$ cat config.mk
export PLATFORM = sky130hd
export DESIGN_NAME = tpu_ctrl
export DESIGN_NICKNAME = d
export VERILOG_FILES = /design/src/rtl/tpu_ctrl_pkg.sv /design/src/rtl/sync_fifo.sv /design/src/rtl/tpu_ctrl.sv
export SDC_FILE = /design/constraint.sdc
export NUM_CORES = 1
export LEC_CHECK = 0
export CAP_MARGIN = 20
export CORE_AREA = 4 4 90 125
export CTS_BUF_LIST = sky130_fd_sc_hd__clkbuf_16
export DETAILED_ROUTE_END_ITERATION = 10
export DIE_AREA = 0 0 94 129
export PLACE_DENSITY = 0.74
export SYNTH_ARGS = -nofsm -noshare
export SYNTH_HDL_FRONTEND = slang
export SYNTH_SLANG_ARGS = --single-unit
$ cat constraint.sdc
create_clock -name clk -period 7.3 [get_ports clk]
set_clock_uncertainty 0.05 [all_clocks]
set_input_delay 1.46 -clock clk [delete_from_list [all_inputs] [get_ports clk]]
set_output_delay 1.46 -clock clk [all_outputs]
set_load 0.02 [all_outputs]
$ cat src/rtl/tpu_ctrl_pkg.sv
// Shared types for the tpu job sequencer: data word, FSM state enum and count helpers.
package tpu_ctrl_pkg;

  localparam int DATA_WIDTH = 16;
  typedef logic [DATA_WIDTH-1:0] data_t;

  typedef enum logic [2:0] {
    ST_IDLE,
    ST_CLR0,
    ST_LOAD_K,
    ST_LOAD_M,
    ST_CLR1,
    ST_COMPUTE,
    ST_FLUSH
  } state_e;

  function automatic int kn_count(input int conv_dim);
    return conv_dim * conv_dim;
  endfunction

  function automatic int mn_count(input int matrix_dim);
    return matrix_dim * matrix_dim;
  endfunction

endpackage

$ cat src/rtl/sync_fifo.sv
// Shift-register FIFO: entry 0 is the registered head, so rdata comes straight from a flop.
module sync_fifo #(
  parameter int WIDTH = 17,
  parameter int DEPTH = 4,
  localparam int CW = $clog2(DEPTH + 1)
) (
  input  logic             clk,
  input  logic             rst,
  input  logic             push,
  input  logic [WIDTH-1:0] wdata,
  input  logic             pop,
  output logic [WIDTH-1:0] rdata,
  output logic             full,
  output logic             empty,
  output logic [CW-1:0]    free_cnt
);

  logic [WIDTH-1:0] mem_q [DEPTH];
  logic [WIDTH-1:0] mem_d [DEPTH];
  logic [CW-1:0]    cnt_q, cnt_d;
  logic             do_push, do_pop;

  assign full     = (cnt_q == CW'(DEPTH));
  assign empty    = (cnt_q == '0);
  assign free_cnt = CW'(DEPTH) - cnt_q;
  assign rdata    = mem_q[0];
  // A full FIFO refuses the push even when a pop happens in the same cycle.
  assign do_pop   = pop && !empty;
  assign do_push  = push && !full;

  always_comb begin
    // NOTE: every always_comb output gets a default first so no path can infer a latch.
    mem_d = mem_q;
    cnt_d = cnt_q;
    if (do_pop) begin
      for (int i = 0; i < DEPTH - 1; i++) mem_d[i] = mem_q[i + 1];
      cnt_d = cnt_q - CW'(1);
    end
    if (do_push) begin
      for (int i = 0; i < DEPTH; i++) begin
        if (CW'(i) == cnt_d) mem_d[i] = wdata;
      end
      cnt_d = cnt_d + CW'(1);
    end
  end

  always_ff @(posedge clk) begin
    if (rst) begin
      cnt_q <= '0;
      // NOTE: storage is reset here because entry 0 drives out_data, which must read 0 after reset.
      for (int i = 0; i < DEPTH; i++) mem_q[i] <= '0;
    end else begin
      // NOTE: state is updated with non-blocking assignments only, so all flops see pre-edge values.
      cnt_q <= cnt_d;
      for (int i = 0; i < DEPTH; i++) mem_q[i] <= mem_d[i];
    end
  end

endmodule

$ cat src/rtl/tpu_ctrl.sv
// Job sequencer for one tpu instance: loads kernal and matrix words, then streams framed results.
// Optional stall counter on perf_cycles is built only when TPU_CTRL_PERF_EN is defined.
module tpu_ctrl
  import tpu_ctrl_pkg::*;
#(
  parameter int MATRIX_DIM = 16,
  parameter int CONV_DIM   = 3,
  parameter int OUT_DEPTH  = 4
) (
  input  logic        clk,
  input  logic        rst,
  input  logic        start,
  output logic        busy,
  output logic        job_done,
  input  logic        in_valid,
  output logic        in_ready,
  input  data_t       in_data,
  output logic        out_valid,
  input  logic        out_ready,
  output data_t       out_data,
  output logic        out_last,
  output logic        overflow,
  output logic        tpu_rst,
  output logic        tpu_insert_kernal,
  output logic        tpu_write_mode,
  output logic        tpu_write,
  output logic        tpu_ready,
  output data_t       tpu_data_in,
  input  logic        tpu_done,
  input  data_t       tpu_data_out
`ifdef TPU_CTRL_PERF_EN
  ,
  output logic [31:0] perf_cycles
`endif
);

  localparam int KN  = kn_count(CONV_DIM);
  localparam int MN  = mn_count(MATRIX_DIM);
  localparam int RN  = mn_count(MATRIX_DIM);
  localparam int WCW = $clog2(MN) + 1;
  localparam int RCW = $clog2(RN) + 1;
  localparam int FCW = $clog2(OUT_DEPTH + 1);

  state_e             state_q, state_d;
  logic [WCW-1:0]     word_cnt_q, word_cnt_d;
  logic [RCW-1:0]     res_cnt_q, res_cnt_d;
  logic               overflow_q, overflow_d;
  logic               fifo_push, fifo_full, fifo_empty;
  logic [FCW-1:0]     fifo_free;
  logic [DATA_WIDTH:0] fifo_wdata, fifo_rdata;

  assign fifo_wdata  = {res_cnt_q == RCW'(RN - 1), tpu_data_out};
  assign tpu_data_in = in_data;
  assign tpu_rst     = rst | (state_q == ST_CLR0);
  assign busy        = (state_q != ST_IDLE);
  assign overflow    = overflow_q;
  assign out_valid   = !fifo_empty;
  assign {out_last, out_data} = fifo_rdata;

  always_comb begin
    state_d           = state_q;
    word_cnt_d        = word_cnt_q;
    res_cnt_d         = res_cnt_q;
    overflow_d        = overflow_q;
    in_ready          = 1'b0;
    tpu_write         = 1'b0;
    tpu_insert_kernal = 1'b0;
    tpu_ready         = 1'b0;
    tpu_write_mode    = 1'b1;
    fifo_push         = 1'b0;
    job_done          = 1'b0;
    unique case (state_q)
      ST_IDLE: if (start) state_d = ST_CLR0;
      ST_CLR0: state_d = ST_LOAD_K;
      ST_LOAD_K, ST_LOAD_M: begin
        in_ready          = 1'b1;
        tpu_ready         = 1'b1;
        tpu_write         = in_valid;
        tpu_insert_kernal = (state_q == ST_LOAD_K);
        if (in_valid) begin
          word_cnt_d = word_cnt_q + WCW'(1);
          if (state_q == ST_LOAD_K && word_cnt_q == WCW'(KN - 1)) state_d = ST_LOAD_M;
          if (state_q == ST_LOAD_M && word_cnt_q == WCW'(MN - 1)) state_d = ST_CLR1;
        end
      end
      ST_CLR1: state_d = ST_COMPUTE;
      ST_COMPUTE: begin
        tpu_write_mode = 1'b0;
        // Two free slots cover a result already in flight when tpu_ready drops.
        tpu_ready      = (fifo_free >= FCW'(2));
        if (tpu_done) begin
          fifo_push  = !fifo_full;
          overflow_d = overflow_q | fifo_full;
          res_cnt_d  = res_cnt_q + RCW'(1);
          if (res_cnt_q == RCW'(RN - 1)) state_d = ST_FLUSH;
        end
      end
      ST_FLUSH: begin
        if (fifo_empty) begin
          state_d  = ST_IDLE;
          job_done = 1'b1;
        end
      end
      default: state_d = ST_IDLE;
    endcase
    if (state_d != state_q) word_cnt_d = '0;
    if (state_q != ST_COMPUTE) res_cnt_d = '0;
    if (rst) begin
      in_ready          = 1'b0;
      tpu_write         = 1'b0;
      tpu_insert_kernal = 1'b0;
      tpu_ready         = 1'b0;
      tpu_write_mode    = 1'b0;
      job_done          = 1'b0;
    end
  end

  always_ff @(posedge clk) begin
    if (rst) begin
      state_q    <= ST_IDLE;
      word_cnt_q <= '0;
      res_cnt_q  <= '0;
      overflow_q <= 1'b0;
    end else begin
      state_q    <= state_d;
      word_cnt_q <= word_cnt_d;
      res_cnt_q  <= res_cnt_d;
      overflow_q <= overflow_d;
    end
  end

  sync_fifo #(
    .WIDTH(DATA_WIDTH + 1),
    .DEPTH(OUT_DEPTH)
  ) u_fifo (
    .clk     (clk),
    .rst     (rst),
    .push    (fifo_push),
    .wdata   (fifo_wdata),
    .pop     (out_ready),
    .rdata   (fifo_rdata),
    .full    (fifo_full),
    .empty   (fifo_empty),
    .free_cnt(fifo_free)
  );

`ifdef TPU_CTRL_PERF_EN
  logic [31:0] perf_q, perf_d;

  always_comb begin
    perf_d = perf_q;
    if (state_q == ST_CLR0) perf_d = '0;
    else if (state_q == ST_COMPUTE && !tpu_ready && perf_q != '1) perf_d = perf_q + 32'd1;
  end

  always_ff @(posedge clk) begin
    if (rst) perf_q <= '0;
    else     perf_q <= perf_d;
  end

  assign perf_cycles = perf_q;
`endif

endmodule

# Word level (Yosys, flattened, before mapping)
# Index checks and enable logic that the tools add are counted.
# classes
eq_ne	15
n_addsub	5
n_reduce_logical	16
n_lt_le_gt_ge	1
n_mux	31
bitwise_logic	2
# op_table
op	count
$mux W17	4
$mux W68	1
$mux W51	1
$mux W3	9
$add A9 B1 Y9 const B	2
$eq A9 B8 Y1 const B	2
$pmux W3 S6	1
$mux W1	14
$eq A3 B3 Y1 const B	4
$eq A9 B4 Y1 const B	1
$logic_not A3 Y1	3
$eq A2 B3 Y1 const A	2
$eq A3 B2 Y1 const B	2
$reduce_and A2 Y1	3
$reduce_or A2 Y1	3
$logic_and A1 B1 Y1	4
$add A3 B1 Y3 const B	1
$eq A1 B3 Y1 const A	1
$eq A3 B1 Y1 const B	1
$ge A3 B2 Y1 const B	1
$ne A3 B3 Y1	1
$ne A3 B3 Y1 const B	1
$reduce_bool A3 Y1	1
$sub A3 B1 Y3 const B	1
4 further kinds	6
# word_totals
out_inout_bits	43
input_bits	38
regBits	93

# Logic depth before layout (Yosys ltp)
# Gate-level depths: netlist of the first run.
# logic_depth
word_depth	8
mapped_depth	15

# Cells and area by module
# Synthesis of the first run repeated with hierarchy kept, for this count alone.
# hier_totals
cells_unflattened	553
area_unflattened_um2	4921.0
# modules_own_cells
module	area_each_um2	seq_area_each_um2	cells_per_inst	n_inst
sync_fifo	3557.2	1421.4	392	1
tpu_ctrl	1363.8	440.4	161	1

# Least setup slack after synthesis of the first run
# OpenSTA, ideal clock, no wires.
# synth_path
path_kind	input to output
from	input port rst
to	output port tpu_write
path_buffers	2
slack_ns	3.330
t_arrival_ns	2.460
cell_stages	4
cell_sequence	clkbuf_1 > clkbuf_1 > nor2_1 > and2_1
# synth_between
elab_chain_len	1
# synth_rtl
item	line	text
from (decl)	tpu_ctrl.sv:11	input logic rst,
$mux W1	tpu_ctrl.sv:108	if (rst) begin
to (decl)	tpu_ctrl.sv:26	output logic tpu_write,
# Every way passes these cells.

# Worst setup path in the final report of the first run
# layout_path
from	input port rst
to	output port tpu_ready
# layout_between
elab_chain_len	1
# layout_rtl
item	line	text
$mux W1	tpu_ctrl.sv:108	
to (decl)	tpu_ctrl.sv:27	output logic tpu_ready,
# Every way passes these cells.

==> reports/summary.txt, run 1 <==
SYNTHESIS
---------------------------------------------------------------------------------------
Mux share of post-synthesis cell area                                             11.2%
Portion of the post-synthesis area used by sequential elements                    37.6%
Main combinational cell family by area after synthesis                     compound AO/OA/AOI/OAI gates
Cell types with the largest area share after synthesis                     dfxtp_1 38%, mux2i_1 11%, a311o_1 10%, o21ai_1 5.1%, buf_4 5.0%
Area fraction of the dominant cell type after synthesis                           37.6%
Async set or reset register ratio after synthesis                                    0%
Xor and xnor fraction of the mapped netlist area                                  2.65%
Mean Syn Cell Area                                                             9.08 µm²
Number of warnings printed during yosys synthesis                                     0
Synth Area in Compound Gates                                                      20.8%
Flop and latch count out of synthesis                                                93
EDFF count, synth                                                                     0
Syn nets                                                                            598
Area share of fa/ha/maj cells after synthesis                                     3.53%
Synthesized netlist cell count                                                      546
Post-synthesis instance area                                                   4960 µm²
Post-synthesis share of cell area spent on and, or, nand and nor gates            13.1%
Leading register cell type out of synthesis                                     dfxtp_1
Post-synth top area cell                                                        dfxtp_1
Post-synthesis cell type count                                                       47

LAYOUT
---------------------------------------------------------------------------------------
Area growth from synthesis to layout                                              8.73%
Fraction of layout instances using a drive strength above 1                       4.70%
Commonest cells after routing, fill and taps aside                         93 x dfxtp_1, 53 x mux2i_1, 51 x a311o_1, 51 x o21ai_1, 47 x clkdlybuf4s50_1
Most common cell after layout, fill and taps aside                              dfxtp_1
Number of inserted diodes                                                             0
Nets                                                                                580

GLOBAL ROUTE
---------------------------------------------------------------------------------------
Met2 Use GR                                                                       31.0%
Global-route wire length before repair                                          17.9 mm
Global routing usage on met1                                                      22.2%
Global route overflow                                                                 0
Aggregate global-route resource usage                                             18.2%
Number of global-route vias before repair                                          3713
Global Route met3 Usage                                                           4.62%
Initial antenna violation count                                                       0
Largest net degree at the start of global routing                                    58
Most heavily used metal layer in global routing                                    met2

DIE
---------------------------------------------------------------------------------------
Full die area                                                                 12100 µm²
Number of rows created at floorplan                                                  43
Die width                                                                         94 µm
Core Footprint                                                                10000 µm²
Starting density of the core                                                      49.5%
Die height                                                                       129 µm
I/O pin total                                                                        81

CLOCK NETWORK
---------------------------------------------------------------------------------------
CTS resizes                                                                           0
Clock insertion delay at the later pin of the skew report                       0.33 ns
CTS Root Buffer Type                                                          clkbuf_16
Hold bufs inserted after CTS                                                          0
Post-CTS Setup Repair Bufs                                                            0
Clock slew at the register clock pins of the worst setup and hold paths         0.06 ns
CTS tree                                                                          built
Num CTS Buffers                                                                       9
TritonCTS sink count                                                                 93
Maximum number of buffers from clock root to sink                                     2
H-tree depth reported by CTS                                                          3

WORST SETUP PATH
---------------------------------------------------------------------------------------
Classification of the worst setup path                                     primary input to output port
Highest fanout seen on the critical path                                             55
Arrival time of data at the critical path endpoint                              3.46 ns
Category of the worst setup path launch point                              primary input
Worst EP required                                                               5.79 ns
Kind of end point of the critical path                                      output port

PLACED DESIGN
---------------------------------------------------------------------------------------
Global placement routability congestion                                           0.871
Hpwl dp                                                                         7.02 mm
Number of buffers inserted by port buffering                                         48

POWER
---------------------------------------------------------------------------------------
Power per cell area                                                          281 nW/µm²
Highest ir drop seen on vdd                                                  0.000162 V
Leakage dissipation                                                             1.68 nW

ROUTING
---------------------------------------------------------------------------------------
Via Count                                                                          3964
Number of violations reported at the end of detailed-routing iteration 0            251
Vias per std cell                                                                  5.94
Antenna Nets Post-Route                                                               0
Total wirelength of the detailed-routed design                                  11.1 mm
Count of TritonRoute iterations in the first routing pass                             5
Total DRC errors in the routed layout                                                 0
Routed wirelength normalized by instance count                                  16.6 µm

STA
---------------------------------------------------------------------------------------
Slew of the pin with the lowest slew margin                                    0.928 ns
Final-report max-slew violation count                                                 0
Max Fclk                                                                        201 MHz
Part of the cycle the worst path needs                                            68.0%
Number of endpoints failing setup at the final stage                                  0
Number of hold violations in the final report                                         0
Slew margin rel.                                                                  38.1%
Final Critical Period                                                           4.97 ns
Worst hold slack across all endpoints                                          0.405 ns
RSZ-0062 raised after global routing                                              false
Final-layout setup total negative slack                                            0 ns

HOLD PATH
---------------------------------------------------------------------------------------
Tightest Hold Check Type                                                   flop to flop

FLOW RUN
---------------------------------------------------------------------------------------
Maximum capacitance violations                                                        0

OUTCOME
---------------------------------------------------------------------------------------
Status                                                                     finished, final reports clean

[area by class of cell]
cell class,count,area [µm²]
Clock inverter,6,25.0
Inverter,13,48.8
Tap cell,135,169
Clock buffer,9,225
Sequential cell,93,1860
Fill cell,955,4620
Timing Repair Buffer,51,498
Multi-Input combinational cell,360,2560
[path summary, 6_finish.rpt]
| kind | start | to | slack (ns) | depth (start not counted) |
|---|---|---|---|---|
| min reg2reg | u_fifo.mem_q[16] | u_fifo.mem_q[16] | 0.40 | 2 |
| max | rst | tpu_ready | 2.33 | 4 |
| max reg2reg | u_fifo.cnt_q[0] | u_fifo.mem_q[23] | 3.19 | 8 |
| min | u_fifo.mem_q[16] | u_fifo.mem_q[16] | 0.40 | 2 |
[where the power goes]
part	leakage [nW]	total, mW	switching, mW	internal [mW]
sequential	0.749	0.525	0.00868	0.517
combinational	0.797	0.587	0.406	0.181
clock	0.136	0.402	0.180	0.223
total	1.68	1.52	0.595	0.921
[routing by layer]
layer  wire length (µm)  vias up
li1                   -     1911
met1               4670     1917
met2               5530      122
met3                693       14
met4                213        0
met5                  0        -
[cell usage after synthesis, types with 2 or more instances]
master and instances:
nand2_1 44, nor3_1 15, nand4_1 5, buf_2 18, ha_1 14, nand2b_1 18, a21oi_1 24, buf_4 33
nand3_1 6, and2_1 2, nand3b_1 2, buf_6 7, xnor2_1 9, a211o_1 2, nor2_1 25, a32oi_1 2
clkbuf_1 21, nor2b_1 2, o22ai_1 2, and3_1 2, dfxtp_1 93, mux2i_1 53, a311o_1 51, inv_1 13
o21ai_1 51, xor2_1 6, nand3_2 2, o21ai_0 5
[worst max-delay path, cell delays in order]
cell             delay, ns
buf_2                 0.69
buf_4                 0.53
o22ai_1               0.16
clkdlybuf4s50_1       0.57
[per-stage QoR]
stage                     power [mW]  area, µm²  instances  utilization, %  setup slack (ns)
after floorplan                 1.04       4960        546               -              3.33
after global placement          1.11       5140        652            51.4              2.32
after detailed placement        1.12       5140        652            51.4              2.23
after CTS                       1.52       5390        667            53.9              2.37
after global routing            1.58       5390        667            53.9              2.20
final                           1.52       5390        667            53.9              2.33
[logic make-up after synthesis]
family	Yosys count
fa+ha+maj	14
xor+xnor	15
buf+inv	93
mux	55
compound gates	145
simple gates	131
flops	93
[state kept, by name, summed over array words and instances (netlist names)]
register	cells
u_fifo.mem_q	51
u_fifo.rdata	17
res_cnt_q	9
word_cnt_q	9
state_q	3
u_fifo.cnt_q	3
overflow	1
Power figures use the tool's default switching activity.
==> run 2, diff against run 1 <==
==> constraint.sdc (replaced) <==
create_clock -name clk -period 4.8 [get_ports clk]
set_clock_uncertainty 0.05 [all_clocks]
set_input_delay 0.96 -clock clk [delete_from_list [all_inputs] [get_ports clk]]
set_output_delay 0.96 -clock clk [all_outputs]
set_load 0.02 [all_outputs]
==> run 2 against run 1 <==
Largest cell class unchanged; final cell count grew 0.15%; count of clock-buffer cells in the layout did not move; power grew 52%.
==> reports/summary.txt, run 2 (synthesis results as in run 1) <==
DIE
---------------------------------------------------------------------------------------
Number of rows created at floorplan                                                  43   unchanged
I/O pin total                                                                        81   unchanged
Core Footprint                                                                10000 µm²   unchanged
Die height                                                                       129 µm   unchanged
Full die area                                                                 12100 µm²   unchanged
Starting density of the core                                                      49.5%   unchanged
Die width                                                                         94 µm   unchanged

LAYOUT
---------------------------------------------------------------------------------------
Non-filler cells, final                                                             668   +0.15%
Most common cell after layout, fill and taps aside                              dfxtp_1
Share of the core filled with cells                                               53.9%   +0.075 points
Area growth from synthesis to layout                                              8.88%
Flip-flop count of the largest register after layout                                 51   unchanged
Number of inserted diodes                                                             0   unchanged
Largest register by flop count                                             u_fifo.mem_q
Commonest cells after routing, fill and taps aside                         93 x dfxtp_1, 53 x mux2i_1, 51 x a311o_1, 51 x o21ai_1, 47 x clkdlybuf4s50_1
Nets                                                                                581   +0.17%
Fraction of layout instances using a drive strength above 1                       4.88%   +0.18 points

ROUTING
---------------------------------------------------------------------------------------
Routed wirelength normalized by instance count                                  16.6 µm   -0.42%
Number of violations reported at the end of detailed-routing iteration 0            288   +15%
Total DRC errors in the routed layout                                                 0   unchanged
Vias per std cell                                                                  5.84   -1.7%
Top sig layer                                                                      met4
Count of TritonRoute iterations in the first routing pass                             4   -1
Routed wire length on met3                                                       471 µm   -32%
Length of routed met2 wiring                                                    5.67 mm   +2.5%
Total wirelength of the detailed-routed design                                  11.1 mm   -0.27%
Wl on met1                                                                      4.80 mm   +2.8%
Via Count                                                                          3904   -1.5%
Antenna Nets Post-Route                                                               0   unchanged

WORST SETUP PATH
---------------------------------------------------------------------------------------
Worst-case reg-to-reg path depth                                                      9   +1
Kind of end point of the critical path                                      output port
Highest fanout seen on the critical path                                             17   -69%
Classification of the worst setup path                                     flop to output port
Arrival time of data at the critical path endpoint                              2.58 ns   -0.88 ns
Worst EP required                                                               3.79 ns   -2.00 ns
Category of the worst setup path launch point                                      flop

CLOCK NETWORK
---------------------------------------------------------------------------------------
CTS tree                                                                          built
Hold bufs inserted after CTS                                                          0   unchanged
Maximum number of buffers from clock root to sink                                     2   unchanged
H-tree depth reported by CTS                                                          3   unchanged
Num CTS Buffers                                                                       9   unchanged
TritonCTS sink count                                                                 93   unchanged
Post-CTS Setup Repair Bufs                                                            0   unchanged
CTS resizes                                                                           0   unchanged
CTS Root Buffer Type                                                          clkbuf_16
Clock slew at the register clock pins of the worst setup and hold paths         0.06 ns   about the same
Clock insertion delay at the later pin of the skew report                       0.34 ns   about the same

STA
---------------------------------------------------------------------------------------
PnR worst setup slack                                                           1.21 ns   -1.12 ns
Final-report max-slew violation count                                                 0   unchanged
Final Critical Period                                                           3.59 ns
Part of the cycle the worst path needs                                            74.8%
RSZ-0062 raised after global routing                                              false
Number of hold violations in the final report                                         0   unchanged
Slew of the pin with the lowest slew margin                                    0.863 ns   -0.0652 ns
Final-layout setup total negative slack                                            0 ns   unchanged
Number of endpoints failing setup at the final stage                                  0   unchanged
Slew margin rel.                                                                  42.5%   +4.3 points
Max Fclk                                                                        279 MHz

FLOW RUN
---------------------------------------------------------------------------------------
Maximum capacitance violations                                                        0   unchanged

POWER
---------------------------------------------------------------------------------------
Highest ir drop seen on vdd                                                  0.000316 V   +95%
Power per cell area                                                          427 nW/µm²   +52%
Leakage dissipation                                                             1.69 nW   +0.31%
Overall power after layout                                                      2.30 mW   +52%

HOLD PATH
---------------------------------------------------------------------------------------
Hold Path Stages                                                                      2   unchanged
Tightest Hold Check Type                                                   flop to flop

GLOBAL ROUTE
---------------------------------------------------------------------------------------
Initial antenna violation count                                                       0   unchanged
Largest net degree at the start of global routing                                    90   +55%
Global route overflow                                                                 0   unchanged
Number of global-route vias before repair                                          3715   +0.054%
Aggregate global-route resource usage                                             18.8%   +0.55 points
Global-route wire length before repair                                          18.4 mm   +2.3%

OUTCOME
---------------------------------------------------------------------------------------
Status                                                                     finished, final reports clean

PLACED DESIGN
---------------------------------------------------------------------------------------
Placed Cells                                                                        653   +0.15%
Number of buffers inserted by port buffering                                         48   unchanged
Setup slack after placement                                                     1.09 ns   -1.14 ns
Global placement routability congestion                                           0.827   -5.1%
Hpwl dp                                                                         7.20 mm   +2.5%

==> run 2: layout make-up <==
class	count	area (µm²)
fillers	950	4610
clock buffers	9	225
multi-input cells	360	2560
repair buffers	52	505
well taps	135	169
clock inverters	6	25.0
flip-flops and latches	93	1860
inverters	13	48.8
==> run 2: critical path, cell delays in order (launching register included) <==
cell and delay (ns):
dfxtp_1 0.65, nor2b_1 0.36, nand3b_1 0.37, o22ai_1 0.23
clkdlybuf4s50_1 0.63
==> run 2: power by group <==
group,switching [mW],internal [mW],total (mW)
Combinational,0.603,0.285,0.888
Sequential,0.0132,0.786,0.799
Clock,0.277,0.338,0.616
Total,0.894,1.41,2.30
==> run 2: routing by layer <==
metal | track usage [%] | up-vias
met2 | 32.1 | 84
li1 | - | 1918
met5 | 0 | -
met1 | 22.8 | 1892
met4 | 6.04 | 0
met3 | 5.20 | 10
==> run 2: per-stage QoR <==
stage	area [µm²]	hold slack [ns]
floorplan	4960	0.386
global placement	5150	0.394
detailed placement	5150	0.396
CTS	5400	0.405
global route	5400	0.428
finish	5400	0.403
==> run 2: worst paths after layout <==
kind                                        from                to  slack (ns)
worst max-delay path                  state_q[0]         tpu_ready        1.21
worst min-delay path            u_fifo.mem_q[15]  u_fifo.mem_q[15]        0.40
worst max register to register   u_fifo.cnt_q[0]  u_fifo.mem_q[17]        1.66
worst min register to register  u_fifo.mem_q[15]  u_fifo.mem_q[15]        0.40
